File: src/rtl/fp_to_fixed_decimator.sv
// Decimates an IEEE-754 single-precision stream by DECIM and converts each kept sample
// to rounded, saturated signed fixed-point through a two-register pipeline.
module fp_to_fixed_decimator #(
  parameter int DECIM     = 2,
  parameter int OUT_W     = 16,
  parameter int FRAC_BITS = 15
) (
  input  logic             clk,
  input  logic             rst,
  input  logic             valid_in,
  input  logic [31:0]      data_in,
  output logic             valid_out,
  output logic [OUT_W-1:0] data_out,
  output logic             sat_out,
  output logic             nan_out
);

  localparam int PH_W = (DECIM > 1) ? $clog2(DECIM) : 1;
  localparam logic [63:0] MAX_POS = (64'd1 << (OUT_W - 1)) - 64'd1;
  localparam logic [63:0] MIN_MAG = 64'd1 << (OUT_W - 1);
  localparam logic [OUT_W-1:0] MAX_OUT = {1'b0, {(OUT_W - 1){1'b1}}};
  localparam logic [OUT_W-1:0] MIN_OUT = {1'b1, {(OUT_W - 1){1'b0}}};

  typedef enum logic [1:0] {
    CLS_ZERO = 2'd0,
    CLS_NORM = 2'd1,
    CLS_INF  = 2'd2,
    CLS_NAN  = 2'd3
  } cls_t;

  logic [PH_W-1:0]   phase_r;
  logic              keep_s;
  cls_t              cls_s;
  logic signed [10:0] shift_s;

  logic              s1_valid_r;
  logic              sign_r;
  cls_t              cls_r;
  logic [23:0]       mant_r;
  logic signed [10:0] shift_r;

  logic signed [10:0] e_s;
  logic [5:0]        rs_s;
  logic [63:0]       tmp_s;
  logic [63:0]       mag_s;
  logic [63:0]       neg_s;
  logic              big_s;
  logic [OUT_W-1:0]  nxt_data_s;
  logic              nxt_sat_s;
  logic              nxt_nan_s;

  assign keep_s = valid_in && (phase_r == {PH_W{1'b0}});

  // Decimation phase: advances only on valid input samples
  always_ff @(posedge clk) begin
    if (rst) begin
      phase_r <= {PH_W{1'b0}};
    end else if (valid_in) begin
      if (phase_r == PH_W'(DECIM - 1)) begin
        phase_r <= {PH_W{1'b0}};
      end else begin
        phase_r <= phase_r + {{(PH_W - 1){1'b0}}, 1'b1};
      end
    end
  end

  // Unpack: classify the input and derive the binary-point shift
  always_comb begin
    shift_s = $signed({3'b000, data_in[30:23]}) - 11'sd127 + $signed(11'(FRAC_BITS));
    if (data_in[30:23] == 8'd0) begin
      cls_s = CLS_ZERO;
    end else if (data_in[30:23] == 8'd255) begin
      if (data_in[22:0] != 23'd0) begin
        cls_s = CLS_NAN;
      end else begin
        cls_s = CLS_INF;
      end
    end else begin
      cls_s = CLS_NORM;
    end
  end

  // Stage 1 registers
  always_ff @(posedge clk) begin
    if (rst) begin
      s1_valid_r <= 1'b0;
      sign_r     <= 1'b0;
      cls_r      <= CLS_ZERO;
      mant_r     <= 24'd0;
      shift_r    <= 11'sd0;
    end else begin
      s1_valid_r <= keep_s;
      if (keep_s) begin
        sign_r  <= data_in[31];
        cls_r   <= cls_s;
        mant_r  <= {1'b1, data_in[22:0]};
        shift_r <= shift_s;
      end
    end
  end

  // Align, round half away from zero, then saturate; huge shifts never wrap
  always_comb begin
    e_s        = shift_r - 11'sd23;
    rs_s       = 6'd0;
    tmp_s      = 64'd0;
    mag_s      = 64'd0;
    big_s      = 1'b0;
    nxt_data_s = {OUT_W{1'b0}};
    nxt_sat_s  = 1'b0;
    nxt_nan_s  = 1'b0;
    if (e_s >= 11'sd0) begin
      if (e_s > 11'sd40) begin
        big_s = 1'b1;
      end else begin
        mag_s = {40'd0, mant_r} << e_s[5:0];
      end
    end else begin
      if (e_s < -11'sd26) begin
        rs_s = 6'd26;
      end else begin
        rs_s = 6'(-e_s);
      end
      tmp_s = {39'd0, mant_r, 1'b0} >> rs_s;
      mag_s = (tmp_s >> 1) + {63'd0, tmp_s[0]};
    end
    neg_s = 64'd0 - mag_s;
    case (cls_r)
      CLS_ZERO: nxt_data_s = {OUT_W{1'b0}};
      CLS_NORM: begin
        if (!sign_r) begin
          if (big_s || (mag_s > MAX_POS)) begin
            nxt_data_s = MAX_OUT;
            nxt_sat_s  = 1'b1;
          end else begin
            nxt_data_s = mag_s[OUT_W-1:0];
          end
        end else begin
          if (big_s || (mag_s > MIN_MAG)) begin
            nxt_data_s = MIN_OUT;
            nxt_sat_s  = 1'b1;
          end else begin
            nxt_data_s = neg_s[OUT_W-1:0];
          end
        end
      end
      CLS_INF: begin
        nxt_data_s = sign_r ? MIN_OUT : MAX_OUT;
        nxt_sat_s  = 1'b1;
      end
      CLS_NAN: nxt_nan_s = 1'b1;
      default: nxt_data_s = {OUT_W{1'b0}};
    endcase
  end

  // Stage 2 output registers hold their value between valid pulses
  always_ff @(posedge clk) begin
    if (rst) begin
      valid_out <= 1'b0;
      data_out  <= {OUT_W{1'b0}};
      sat_out   <= 1'b0;
      nan_out   <= 1'b0;
    end else begin
      valid_out <= s1_valid_r;
      if (s1_valid_r) begin
        data_out <= nxt_data_s;
        sat_out  <= nxt_sat_s;
        nan_out  <= nxt_nan_s;
      end
    end
  end

endmodule
File: config.mk
export PLATFORM = sky130hd
export DESIGN_NAME = fp_to_fixed_decimator
export DESIGN_NICKNAME = d
export VERILOG_FILES = /design/src/rtl/fp_to_fixed_decimator.sv
export SDC_FILE = /design/constraint.sdc
export NUM_CORES = 1
export LEC_CHECK = 0
export ABC_AREA = 0
export CAP_MARGIN = 10
export CORE_MARGIN = 2
export CORE_UTILIZATION = 35
export CTS_BUF_LIST = sky130_fd_sc_hd__clkbuf_2 sky130_fd_sc_hd__clkbuf_4 sky130_fd_sc_hd__clkbuf_8
export DETAILED_ROUTE_END_ITERATION = 6
export PLACE_DENSITY = 0.62
export SYNTH_ARGS = -nofsm -noshare
export SYNTH_HDL_FRONTEND = slang
export SYNTH_SLANG_ARGS = --single-unit
File: constraint.sdc
create_clock -name clk -period 16.65 [get_ports clk]
set_clock_uncertainty 0.15 [all_clocks]
set_input_delay 1.665 -clock clk [delete_from_list [all_inputs] [get_ports clk]]
set_output_delay 1.665 -clock clk [all_outputs]
set_load 0.02 [all_outputs]
==> results of run 1 <==
-- worst paths after layout --
kind | endpoint | cells after the start | slack [ns]
worst max-delay path | data_out[4] | 27 | 7.98
worst min-delay path | data_out[1] | 2 | 0.33
worst max register to register | data_out[4] | 27 | 7.98
worst min register to register | data_out[1] | 2 | 0.33
-- kinds of logic (layout without fill, tap and decap cells) --
| logic type | after synthesis | after routing |
|---|---|---|
| fa+ha+maj | 11 | 11 |
| mux | 79 | 79 |
| xor+xnor | 29 | 29 |
| compound gates | 454 | 454 |
| simple gates | 502 | 502 |
| buf+inv | 138 | 112 |
| flops | 58 | 58 |
-- routing by layer --
metal	vias up	share of wire (%)
li1	4773	-
met1	4829	44
met2	585	44
met3	86	8.6
met4	0	3.6
met5	-	0
-- where the power goes --
part / internal [W] / total [W] / leakage (nW) / switching (W)
sequential: 0.000145 / 0.000164 / 0.475 / 0.0000188
combinational: 0.000155 / 0.000454 / 2.67 / 0.000299
clock: 0.0000751 / 0.000140 / 0.101 / 0.0000647
-- metrics by stage --
| step | hold WS, ns | util, % |
|---|---|---|
| after floorplan | 0.308 | - |
| after global placement | 0.311 | 38.3 |
| after detailed placement | 0.321 | 38.3 |
| after CTS | 0.339 | 39.1 |
| after global routing | 0.361 | 39.1 |
| final | 0.329 | 39.1 |
-- final cells by class --
type	count	area share (%)
well taps	324	4.26
clock buffers	11	1.59
clock inverters	3	0.420
multi-input cells	1075	73.3
flip-flops and latches	58	12.2
inverters	22	0.867
repair buffers	76	7.38
-- placed cells by master (no fill, tap or decap), types with 9 or more instances in the layout --
master                            netlist  routed
sky130_fd_sc_hd__a211oi_1              26      26
sky130_fd_sc_hd__a21o_1                11      11
sky130_fd_sc_hd__a21oi_1              125     124
sky130_fd_sc_hd__a31oi_1               25      25
sky130_fd_sc_hd__and2_1                 9       9
sky130_fd_sc_hd__and3_1                19      19
sky130_fd_sc_hd__buf_4                  3      23
sky130_fd_sc_hd__clkbuf_8               0      11
sky130_fd_sc_hd__clkdlybuf4s50_1        0      53
sky130_fd_sc_hd__dfxtp_1               58      57
sky130_fd_sc_hd__ha_1                  11      11
sky130_fd_sc_hd__inv_1                 22      22
sky130_fd_sc_hd__mux2_2                14      14
sky130_fd_sc_hd__mux2i_1               58      58
sky130_fd_sc_hd__nand2_1              176     176
sky130_fd_sc_hd__nand2b_1              12      12
sky130_fd_sc_hd__nand3_1               41      41
sky130_fd_sc_hd__nand4_1               13      13
sky130_fd_sc_hd__nor2_1               107     107
sky130_fd_sc_hd__nor2b_1               10       9
sky130_fd_sc_hd__nor3_1                38      38
sky130_fd_sc_hd__nor4_1                23      23
sky130_fd_sc_hd__o2111ai_1             10      10
sky130_fd_sc_hd__o211ai_1              22      22
sky130_fd_sc_hd__o21a_1                 9       9
sky130_fd_sc_hd__o21ai_0               72      72
sky130_fd_sc_hd__o22ai_1               12      12
sky130_fd_sc_hd__o31ai_1               12      12
sky130_fd_sc_hd__or3_1                 10      10
sky130_fd_sc_hd__xnor2_1               18      16
-- flip-flops by register name (all words and copies together), names as in the netlist --
register / cells
mant_r: 24
data_out: 16
shift_r: 10
cls_r: 2
nan_out: 1
phase_r: 1
s1_valid_r: 1
sat_out: 1
sign_r: 1
valid_out: 1
-- Yosys cell counts, types with 12 or more instances --
| library cell | n | area [um^2] |
|---|---|---|
| sky130_fd_sc_hd__nand2_1 | 176 | 661 |
| sky130_fd_sc_hd__a21oi_1 | 125 | 626 |
| sky130_fd_sc_hd__nor2_1 | 107 | 402 |
| sky130_fd_sc_hd__clkbuf_1 | 74 | 278 |
| sky130_fd_sc_hd__o21ai_0 | 72 | 360 |
| sky130_fd_sc_hd__dfxtp_1 | 58 | 1160 |
| sky130_fd_sc_hd__mux2i_1 | 58 | 581 |
| sky130_fd_sc_hd__nand3_1 | 41 | 205 |
| sky130_fd_sc_hd__nor3_1 | 38 | 190 |
| sky130_fd_sc_hd__a211oi_1 | 26 | 195 |
| sky130_fd_sc_hd__a31oi_1 | 25 | 156 |
| sky130_fd_sc_hd__buf_2 | 24 | 120 |
| sky130_fd_sc_hd__nor4_1 | 23 | 144 |
| sky130_fd_sc_hd__inv_1 | 22 | 82.6 |
| sky130_fd_sc_hd__o211ai_1 | 22 | 165 |
| sky130_fd_sc_hd__and3_1 | 19 | 119 |
| sky130_fd_sc_hd__xnor2_1 | 18 | 158 |
| sky130_fd_sc_hd__mux2_2 | 14 | 158 |
| sky130_fd_sc_hd__nand4_1 | 13 | 81.3 |
| sky130_fd_sc_hd__nand2b_1 | 12 | 75.1 |
| sky130_fd_sc_hd__o22ai_1 | 12 | 75.1 |
| sky130_fd_sc_hd__o31ai_1 | 12 | 90.1 |
-- worst max-delay path: cells and delay by family (launching register included) --
family	cells	cell delay, ns
muxes	1	0.17
and+or+nand+nor	10	3.23
AOI/OAI and AO/OA	9	2.12
adders and majority gates	3	1.14
xor gates and xnor gates	1	0.16
DFF	1	0.32
buffers and inverters	3	1.24
==> impl_results.md, run 1 <==
- Result of the run: finished, final reports clean
- Seq. cell area: 0.00116 mm^2
- Number of setup violations in the final report: 0
- XOR/XNOR Fraction of Synth Area: 3.34%
- Number of maximum-capacitance constraint violations: 0
- Post-CTS setup repair buffer count: 0
- Type of element launching the critical path: flop
- Initial DRC count: 1370
- Quantity of hold-fixing buffers added after cts: 0
- Sum of negative setup slack: 0 ns
- Initial standard-cell utilization of the core: 35.7%
- Critical Path Source: shift_r[0]
- Reg-to-Reg Start: shift_r[0]
- Count of nets after finishing: 1288
- WP data arrival: 8.81 ns
- Capturing element type of the critical path: flop
- Synthesized-area fraction occupied by ao, oa, aoi and oai cells: 36.6%
- Library cell used as clock root buffer: sky130_fd_sc_hd__clkbuf_8
- Sum of net half-perimeters after detailed placement: 26.1 mm
- Worst-case vdd ir drop: 0.0000428 V
- Number of antenna violations at the first check in global routing: 0
- Post-synth ARST share: 0%
- Met1 GRT Util: 37.0%
- Number of diodes: 0
- Setup repair after global routing missed its margin: no
- Final clock period utilization by the worst path: 52.1%
- Final design instance area without fill: 0.00953 mm^2
- Mux contribution to synthesized area: 10.3%
- Post-synthesis instance total: 1271
- Total detailed-routing wirelength: 35.3 mm
- Sequential cell area fraction in the yosys report: 13.3%
- Area used by multi-input combinational logic: 0.00698 mm^2
- Floorplan row count: 57
- Adder-Cell Fraction of Synth Area: 1.58%
- Cell count after placement: 1555
- Met3 track demand over resource in global routing: 4.19%
- Placer congestion estimate: 1.02
- Max Transition Viols Final: 0
- Area grow syn2layout: 9.46%
- Synthesized-area fraction occupied by and/or/nand/nor cells: 27.9%
- Total of flip-flops plus latches after synthesis: 58
- Die Footprint: 0.0261 mm^2
- Maximum clock rate: 0.115 GHz
- Setup slack after layout: 7.98 ns
- Pre-CTS setup slack: 8.17 ns
- Number of endpoints with negative hold slack in the final report: 0
- FILL cells: 2625
- Design Power: 0.000758 W
- Detailed-route DRC error count: 0
- Clock H-tree levels: 3
- Dpl cell area: 0.00933 mm^2
- Launch point of the worst hold path: data_out[1]
- Area of the core: 0.0244 mm^2
- Worst hold-check path type: flop to flop
- Share of cells above drive strength 1: 8.19%
- Synth Flop Type: sky130_fd_sc_hd__dfxtp_1
- Congestion Overflow GR: 0
- Top-Level Pins: 54
- Number of flops mapped to enable cells by yosys: 0
- Final Critical Period: 8.67 ns
- Wire per inst: 22.5 um
- Maximum buffer depth of the clock tree: 2
- Overall die width: 162 um
- Worst slew pin tran: 1.09 ns
- Vias per cell: 6.55
- M2 GR Usage: 41.7%
- Leakage power figure: 3.25 nW
- Required time of the worst setup path: 16.79 ns
- Count of buffers from port buffering: 53
- Synthesized area per cell: 6.85 um^2
- Worst-path clk slew: 0.08 ns
- TritonCTS Sinks: 58
- Total power density per cell area: 79.6 mW/mm^2
- Final cell count without fillers: 1569
- DR pass1 iterations: 6
- Net Count, Synth: 1317
- Critical path class: flop to flop
- Insertion delay to the later sink of the worst-skew pair: 0.38 ns
- Cell type of the slowest stage on the worst timing path: sky130_fd_sc_hd__ha_1
- Biggest cell delay along the critical path: 0.70 ns
- Headroom to the max-slew limit: 27.4%
- Number of global-route vias before repair: 9383
- GR peak layer: met2
- Number of vias after detailed routing: 10273
- Synth Warn #: 0
- Overall routing resource usage: 26.7%
- Floorplan die height: 162 um
- TritonCTS clock tree: yes
- Antenna Violating Nets Remaining: 0
- Main combinational cell family by area after synthesis: compound AO/OA/AOI/OAI gates
- Total of cells resized after clock tree synthesis: 0
- Maximum number of pins on one net before global-route repair: 71
- Max Fanout on Critical Path: 70
- Cell Area, Synth: 0.00870 mm^2
- Wire length of the first global-routing pass: 55.3 mm
- Cell variety after synth: 95
- TritonCTS Buffers: 9
(Power assumes the default switching activity.)
==> run 2, diff against run 1 <==
==> constraint.sdc (replaced) <==
create_clock -name clk -period 8.1 [get_ports clk]
set_clock_uncertainty 0.15 [all_clocks]
set_input_delay 0.81 -clock clk [delete_from_list [all_inputs] [get_ports clk]]
set_output_delay 0.81 -clock clk [all_outputs]
set_load 0.02 [all_outputs]
==> impl_results.md, run 2 (synthesis gave the netlist of run 1 again) <==
- Crit Reg-Reg Endpoint: data_out[4]
- Placer congestion estimate: 0.990
- Area used by multi-input combinational logic: 0.00698 mm^2
- Sum of negative setup slack: 0 ns
- Antenna Violating Nets Remaining: 0
- Final cell utilization of the core: 39.6%
- Number of diodes: 0
- Met1 GRT Util: 35.9%
- TritonCTS Buffers: 9
- Maximum buffer depth of the clock tree: 2
- Total of cells resized after clock tree synthesis: 0
- M2 GR Usage: 41.9%
- Number of cells traversed by the worst register-to-register path: 24
- Floorplan row count: 57
- Type of element launching the critical path: flop
- Share of cells above drive strength 1: 9.37%
- Most frequent standard cell in the layout excluding fill and tap cells: sky130_fd_sc_hd__nand2_1
- Worst hold-check path type: flop to flop
- Top-Level Pins: 54
- Max reg flops: 24
- Clock H-tree levels: 3
- Vias per cell: 6.59
- Cell count after placement: 1568
- Commonest non-fill, non-tap cells in the layout: sky130_fd_sc_hd__nand2_1 (176), sky130_fd_sc_hd__a21oi_1 (124), sky130_fd_sc_hd__nor2_1 (107), sky130_fd_sc_hd__o21ai_0 (72), sky130_fd_sc_hd__mux2i_1 (58)
- Worst-case vdd ir drop: 0.0000898 V
- Library cell used as clock root buffer: sky130_fd_sc_hd__clkbuf_8
- Initial standard-cell utilization of the core: 35.7%
- Initial DRC count: 1479
- Capturing element type of the critical path: flop
- FILL cells: 2637
- Count of buffers from port buffering: 53
- Maximum number of pins on one net before global-route repair: 70
- Wire per inst: 22.5 um
- Floorplan die height: 162 um
- Register with the most flip-flops: mant_r
- Sum of net half-perimeters after detailed placement: 26.7 mm
- Met3 track demand over resource in global routing: 4.19%
- Number of antenna violations at the first check in global routing: 0
- Count of nets after finishing: 1301
- Quantity of hold-fixing buffers added after cts: 0
- TritonCTS clock tree: yes
- WP data arrival: 7.46 ns
- Headroom to the max-slew limit: 29.3%
- Number of setup violations in the final report: 0
- GR peak layer: met2
- Max Fanout on Critical Path: 14
- Final Critical Period: 7.32 ns
- Number of global-route vias before repair: 9675
- Required time of the worst setup path: 8.24 ns
- Leading registers by flop count: mant_r: 24 flops, data_out: 16 flops, shift_r: 10 flops
- Final cell count without fillers: 1584
- Congestion Overflow GR: 0
- Area grow syn2layout: 11.0%
- Critical Path Source: shift_r[1]
- Dpl cell area: 0.00944 mm^2
- Critical path class: flop to flop
- DR pass1 iterations: 6
- Final clock period utilization by the worst path: 90.3%
- Max Transition Viols Final: 0
- Die Footprint: 0.0261 mm^2
- Overall routing resource usage: 26.7%
- Number of endpoints with negative hold slack in the final report: 0
- Total detailed-routing wirelength: 35.6 mm
- Seq. cell area: 0.00116 mm^2
- Number of maximum-capacitance constraint violations: 0
- Maximum clock rate: 0.137 GHz
- Leakage power figure: 3.32 nW
- Result of the run: finished, final reports clean
- Reg-to-Reg Start: shift_r[1]
- Number of vias after detailed routing: 10439
- Insertion delay to the later sink of the worst-skew pair: 0.36 ns
- Final design instance area without fill: 0.00966 mm^2
- Overall die width: 162 um
- TritonCTS Sinks: 58
- Setup repair after global routing missed its margin: no
- Last element of the critical path: data_out[4]
- Wire length of the first global-routing pass: 55.7 mm
- Worst-path clk slew: 0.08 ns
- Design Power: 0.00159 W
- Detailed-route DRC error count: 0
- Post-CTS setup repair buffer count: 0
- R2r setup slk: 0.78 ns
- Worst slew pin tran: 1.05 ns
- Total power density per cell area: 165 mW/mm^2
- Area of the core: 0.0244 mm^2
## run 2: routing by layer
layer	up-vias	wire length (um)
li1	4808	-
met4	0	1790
met1	4889	15000
met2	631	15500
met5	-	0
met3	111	3260
## run 2: area by class of cell
cell class | instances | area share [%]
multi-input combinational | 1075 | 72.3
timing repair buffer | 89 | 8.42
sequential | 58 | 12.0
tap | 324 | 4.20
clock inverter | 2 | 0.363
clock buffer | 14 | 1.80
inverter | 22 | 0.855
## run 2: critical path, cell delays in order (launching register included)
cell	delay (ns)
sky130_fd_sc_hd__dfxtp_1	0.54
sky130_fd_sc_hd__ha_2	0.50
sky130_fd_sc_hd__a21o_1	0.21
sky130_fd_sc_hd__nand4_1	0.15
sky130_fd_sc_hd__a2111oi_4	0.73
sky130_fd_sc_hd__o211a_1	0.29
sky130_fd_sc_hd__nor2_1	0.07
sky130_fd_sc_hd__nor2_1	0.40
sky130_fd_sc_hd__mux2i_1	0.14
sky130_fd_sc_hd__a211oi_1	0.28
sky130_fd_sc_hd__a211oi_1	0.08
sky130_fd_sc_hd__a211oi_1	0.21
sky130_fd_sc_hd__a21oi_1	0.08
sky130_fd_sc_hd__nor2_1	0.11
sky130_fd_sc_hd__ha_1	0.18
sky130_fd_sc_hd__ha_1	0.21
sky130_fd_sc_hd__nand2_1	0.08
sky130_fd_sc_hd__or3_1	0.30
sky130_fd_sc_hd__or4_1	0.61
sky130_fd_sc_hd__nor4_2	0.35
sky130_fd_sc_hd__mux2i_1	0.14
sky130_fd_sc_hd__nor4b_1	0.52
sky130_fd_sc_hd__o31ai_1	0.18
sky130_fd_sc_hd__or2_1	0.44
sky130_fd_sc_hd__o31ai_1	0.29
## run 2: stage by stage
stage	worst slack, ns	hold slack (ns)
finish	0.782	0.333
global placement	0.851	0.310
detailed placement	0.550	0.319
global route	0.106	0.356
floorplan	2.01	0.308
CTS	0.560	0.342
## run 2: power by group
part | internal, W | leakage [nW] | switching (W)
registers | 0.000298 | 0.475 | 0.0000409
logic | 0.000338 | 2.74 | 0.000613
clock network | 0.000169 | 0.111 | 0.000134
## run 2: how the worst min path moves through the flow
| stage | startpoint | endpoint | slack (ns) | depth (start not counted) |
|---|---|---|---|---|
| global route | data_out[11] | data_out[11] | 0.36 | 2 |
| finish | data_out[1] | data_out[1] | 0.33 | 2 |
| CTS | data_out[11] | data_out[11] | 0.34 | 2 |
| detailed placement | data_out[14] | data_out[14] | 0.32 | 2 |
| floorplan | phase_r | phase_r | 0.31 | 2 |
| global placement | data_out[12] | data_out[12] | 0.31 | 2 |
